[src/rtl/fetch_pkg.sv]
// Shared types and defaults for the instruction-fetch stage.
// Contents: FSM state encoding, default NOP value and the default-width IF/ID payload.
package fetch_pkg;

    localparam int unsigned DEF_ADDR_W  = 16;
    localparam int unsigned DEF_INSTR_W = 16;
    localparam int unsigned DEF_NOP     = 0;

    typedef enum logic [1:0] {
        FETCH    = 2'd0,
        STALLED  = 2'd1,
        REDIRECT = 2'd2
    } fetch_state_t;

    // IF/ID pipeline register payload at the default widths
    typedef struct packed {
        logic [DEF_INSTR_W-1:0] instr;
        logic [DEF_ADDR_W-1:0]  pc;
        logic                   valid;
    } if_id_t;

endpackage

[src/rtl/fetch_pc_reg.sv]
// Program counter register: synchronous reset to RESET_PC, branch load,
// stall hold, otherwise increment by PC_STEP with natural wrap.
// Ports: clk, reset, load/load_value (redirect), hold (stall), pc (current value).
module fetch_pc_reg #(
    parameter int unsigned ADDR_W   = 16,
    parameter int unsigned RESET_PC = 0,
    parameter int unsigned PC_STEP  = 1
) (
    input  logic              clk,
    input  logic              reset,
    input  logic              load,
    input  logic [ADDR_W-1:0] load_value,
    input  logic              hold,
    output logic [ADDR_W-1:0] pc
);

    // Addition truncates to ADDR_W, giving modulo-2^ADDR_W wrap
    always_ff @(posedge clk) begin
        if (reset) begin
            pc <= ADDR_W'(RESET_PC);
        end else if (load) begin
            pc <= load_value;
        end else if (!hold) begin
            pc <= pc + ADDR_W'(PC_STEP);
        end
    end

endmodule

[src/rtl/fetch_unit.sv]
// Instruction-fetch stage: owns the PC, drives a 1-cycle-latency instruction
// memory and loads the IF/ID register. Handles decode stalls, execute-stage
// redirects with a two-bubble flush, and saturating fetch/flush counters.
// Ports: clk, reset (sync, active high), stall, branch_taken, branch_target,
//        imem_addr (combinational), imem_rdata, instr_out, pc_out, instr_valid,
//        fetch_cnt, flush_cnt.
module fetch_unit
    import fetch_pkg::*;
#(
    parameter int unsigned ADDR_W   = 16,
    parameter int unsigned INSTR_W  = 16,
    parameter int unsigned RESET_PC = 0,
    parameter int unsigned PC_STEP  = 1,
    parameter int unsigned NOP      = DEF_NOP,
    parameter int unsigned CNT_W    = 16
) (
    input  logic               clk,
    input  logic               reset,
    input  logic               stall,
    input  logic               branch_taken,
    input  logic [ADDR_W-1:0]  branch_target,
    output logic [ADDR_W-1:0]  imem_addr,
    input  logic [INSTR_W-1:0] imem_rdata,
    output logic [INSTR_W-1:0] instr_out,
    output logic [ADDR_W-1:0]  pc_out,
    output logic               instr_valid,
    output logic [CNT_W-1:0]   fetch_cnt,
    output logic [CNT_W-1:0]   flush_cnt
);

    localparam logic [INSTR_W-1:0] NOP_INSTR = INSTR_W'(NOP);
    localparam logic [CNT_W-1:0]   CNT_MAX   = '1;

    fetch_state_t      state;
    logic [ADDR_W-1:0] pc;
    logic [ADDR_W-1:0] req_pc;
    logic              req_valid;
    logic              hold_c;

    // A stall only takes effect when no redirect is pending
    assign hold_c = stall && !branch_taken;

    // While stalled, re-issue the in-flight address so imem_rdata stays stable
    assign imem_addr = hold_c ? req_pc : pc;

    fetch_pc_reg #(
        .ADDR_W   (ADDR_W),
        .RESET_PC (RESET_PC),
        .PC_STEP  (PC_STEP)
    ) u_pc_reg (
        .clk        (clk),
        .reset      (reset),
        .load       (branch_taken),
        .load_value (branch_target),
        .hold       (hold_c),
        .pc         (pc)
    );

    // FSM, request tracking, IF/ID register and counters
    always_ff @(posedge clk) begin
        if (reset) begin
            state       <= FETCH;
            req_pc      <= '0;
            req_valid   <= 1'b0;
            instr_out   <= NOP_INSTR;
            pc_out      <= '0;
            instr_valid <= 1'b0;
            fetch_cnt   <= '0;
            flush_cnt   <= '0;
        end else if (branch_taken) begin
            state       <= REDIRECT;
            req_valid   <= 1'b0;
            instr_out   <= NOP_INSTR;
            pc_out      <= '0;
            instr_valid <= 1'b0;
            if (flush_cnt != CNT_MAX) begin
                flush_cnt <= flush_cnt + CNT_W'(1);
            end
        end else if (stall) begin
            state <= STALLED;
        end else begin
            state     <= FETCH;
            req_pc    <= pc;
            req_valid <= 1'b1;
            // REDIRECT always carries req_valid=0, so it emits the second bubble here
            if (state != REDIRECT && req_valid) begin
                instr_out   <= imem_rdata;
                pc_out      <= req_pc;
                instr_valid <= 1'b1;
                if (fetch_cnt != CNT_MAX) begin
                    fetch_cnt <= fetch_cnt + CNT_W'(1);
                end
            end else begin
                instr_out   <= NOP_INSTR;
                pc_out      <= '0;
                instr_valid <= 1'b0;
            end
        end
    end

endmodule

[config.mk]
export PLATFORM = sky130hd
export DESIGN_NAME = fetch_unit
export DESIGN_NICKNAME = d
export VERILOG_FILES = /design/src/rtl/fetch_pkg.sv /design/src/rtl/fetch_pc_reg.sv /design/src/rtl/fetch_unit.sv
export SDC_FILE = /design/constraint.sdc
export NUM_CORES = 1
export LEC_CHECK = 0
export CORE_MARGIN = 5
export CORE_UTILIZATION = 49
export CTS_BUF_LIST = sky130_fd_sc_hd__clkbuf_8
export CTS_CLUSTER_SIZE = 20
export DETAILED_ROUTE_END_ITERATION = 7
export PLACE_DENSITY = 0.78
export SLEW_MARGIN = 20
export SYNTH_ARGS = -nofsm -noshare
export SYNTH_HDL_FRONTEND = slang
export SYNTH_SLANG_ARGS = --single-unit
[constraint.sdc]
create_clock -name clk -period 4.8 [get_ports clk]
set_clock_uncertainty 0.15 [all_clocks]
set_input_delay 0.72 -clock clk [delete_from_list [all_inputs] [get_ports clk]]
set_output_delay 0.72 -clock clk [all_outputs]
set_load 0.02 [all_outputs]
==> flow_metrics.py <==
metrics = {
    "outcome": {
        "status": "finished, final reports clean",
    },
    "timing": {
        "setup_violations": 0,
        "hold_viol_final": 0,
        "fin_tns_setup_ns": 0,
        "post-route-period-util": 0.776,
        "worstMarginPinSlew_ns": 0.794,
        "rsz0062_at_grt": "false",
        "max_freq_mhz": 269,
        "maxSlewViolCount": 0,
        "min_period_ns": 3.72,
        "fin_ws_ns": 1.08,
        "maxSlewHeadroom": 0.471,
    },
    "setup_path": {
        "r2r-start": "fetch_cnt[0]",
        "endpoint_kind": "output pin",
        "critPathLaunch": "stall",
        "critPathKind": "primary input to output pin",
        "reg2reg_slack_ns": 2.39,
        "cp_max_fo": 20,
        "required_ns": 3.93,
        "critPathLaunchType": "primary input",
        "cp_data_arrival_time_ns": 2.85,
    },
    "pwr": {
        "cellPowerDensity_mw_per_mm2": 263,
        "p_leak_nw": 2.11,
        "combinationalPowerShare": 0.097,
        "seqPwrFrac": 0.556,
        "clockPowerShare": 0.347,
        "p_sw_mw": 0.385,
        "internal_power_mw": 1.18,
        "vdd_drop_max_v": 0.000134,
        "p_sw_frac": 0.246,
    },
    "synthesis": {
        "yosys_warnings": 0,
        "syn_nets": 536,
        "synth_area_mm2": 0.00453,
        "syn_avg_cell_area_um2": 9.12,
        "ys_seq_area_frac": 0.442,
        "synth.ff_latch_count": 100,
        "synth_cell_types": 58,
        "async_flop_share": 0,
        "synth_cells": 497,
        "synth_edf_count": 0,
        "ys.flop_type": "dfxtp_1",
    },
    "routing": {
        "drtAntennaViolNets": 0,
        "drc": 0,
        "first_pass_iters": 5,
        "wirelength_um": 11700,
        "num_vias": 4112,
        "first_iter_violations": 145,
        "wl_per_cell_um": 16.5,
        "routed_via_density": 5.78,
    },
    "place": {
        "pre_cts_ws_ns": 1.09,
        "dp_hpwl_um": 8230,
        "io_buffers": 116,
        "place_congestion": 0.853,
    },
    "hold_path": {
        "hold_start": "instr_valid",
        "hold_class": "flop to flop",
    },
    "floorplanning": {
        "dieArea_mm2": 0.0113,
        "rows": 35,
        "die_w_um": 106,
        "coreArea_mm2": 0.00911,
        "initial_core_util": 0.498,
        "die_h_um": 106,
        "ios": 117,
    },
    "finish": {
        "final_common_cell": "clkdlybuf4s50_1",
        "drive_gt1_frac": 0.0800,
        "layout_common_cells": "clkdlybuf4s50_1 (115), dfxtp_1 (100), nand2_1 (53)",
        "layout.nets": 635,
        "nFillCells": 783,
        "syn_to_final_growth_pct": 31.0,
        "antenna-diode-count": 0,
    },
    "global_route": {
        "grt_pass1_wl_um": 19500,
        "gr-total-overflow": 0,
        "grt_max_degree": 45,
        "grt_use_total": 0.209,
        "antenna_found_initial": 0,
        "grt_pass1_vias": 3881,
    },
    "clocking": {
        "holdBufCountCts": 0,
        "cts.reportedPaths.clkPinSlew_ns": 0.09,
        "cts-htree-levels": 3,
        "post_cts_buffers": 0,
        "clk_latency_ns": 0.35,
        "cts_sinks": 100,
        "post_cts_resized": 0,
        "cts_buffers": 9,
        "cts_tree": "done",
        "clk_path_buf_depth": 2,
        "root_buffer": "clkbuf_8",
    },
    "run": {
        "maxCapViolations": 0,
    },
}
==> logic make-up after synthesis <==
logic type,count (synthesis),share of synthesized area
muxes,28,0.0687
buffers and inverters,40,0.0370
AOI/OAI and AO/OA,120,0.182
adders and majority gates,3,0.00828
and+or+nand+nor,196,0.243
DFF,100,0.442
xor gates and xnor gates,10,0.0193
==> layout make-up <==
| cell class | instances | area, um^2 | share of cell area |
|---|---|---|---|
| Clock buffer | 10 | 138 | 0.0232 |
| Clock inverter | 5 | 60.1 | 0.0101 |
| Inverter | 7 | 26.3 | 0.00442 |
| Multi-Input combinational cell | 357 | 2380 | 0.401 |
| Sequential cell | 100 | 2000 | 0.337 |
| Tap cell | 111 | 139 | 0.0234 |
| Timing Repair Buffer | 121 | 1190 | 0.201 |
==> path summary, 6_finish.rpt <==
kind / endpoint / depth (start not counted)
max: imem_addr[5] / 5
min: instr_valid / 1
max reg2reg: fetch_cnt[6] / 5
min reg2reg: instr_valid / 1
==> per-stage QoR <==
stage / util / instances / instance area (um^2) / hold WS [ns] / power [mW]
floorplan: - / 497 / 4530 / 0.291 / 0.967
global placement: 0.629 / 696 / 5730 / 0.287 / 1.04
detailed placement: 0.629 / 696 / 5730 / 0.298 / 1.04
CTS: 0.651 / 711 / 5930 / 0.322 / 1.57
global route: 0.652 / 711 / 5940 / 0.351 / 1.63
finish: 0.652 / 711 / 5940 / 0.321 / 1.56
==> metal layers <==
metal	vias up	part of all wire	track usage	wire length, um
met3	15	0.061	0.0449	715
met4	0	0.013	0.0555	154
met2	144	0.49	0.349	5810
met1	1935	0.43	0.272	5060
li1	2018	-	-	-
met5	-	0	0	0
==> state kept, by name (all words and copies together) (netlist names) <==
signal       flops
pc_out          16
fetch_cnt       16
state            2
u_pc_reg.pc     16
req_valid        1
instr_valid      1
instr_out       16
req_pc          16
flush_cnt       16
==> cell usage after synthesis, types with 9 or more instances <==
master      n  area [um^2]
xnor2_1     9         78.8
a22o_1     32          280
nand4_1    17          106
clkbuf_1   17         63.8
or3_1       9         56.3
nor2_1     32          120
nor2b_1    16          100
buf_2      14         70.1
o21ai_0    12         60.1
mux2_1     12          135
dfxtp_1   100         2000
nand2_1    53          199
a211oi_1    9         67.6
nand3_1    15         75.1
mux2_2     13          146
a21oi_1    38          190
nor3_1     10         50.1
==> power by group through the flow <==
stage	clock [mW]	combinational (mW)	sequential, mW
2_1_floorplan	0	0.0836	0.884
3_3_place_gp	0	0.148	0.887
3_5_place_dp	0	0.152	0.888
4_1_cts	0.550	0.153	0.868
5_1_grt	0.592	0.165	0.872
6_report	0.541	0.151	0.869
==> worst max-delay path, cell delays in order <==
cell             delay [ns]
clkdlybuf4s50_1        0.75
nor2b_1                0.19
buf_4                  0.27
mux2_2                 0.38
clkdlybuf4s50_1        0.54
(Power assumes the default switching activity.)
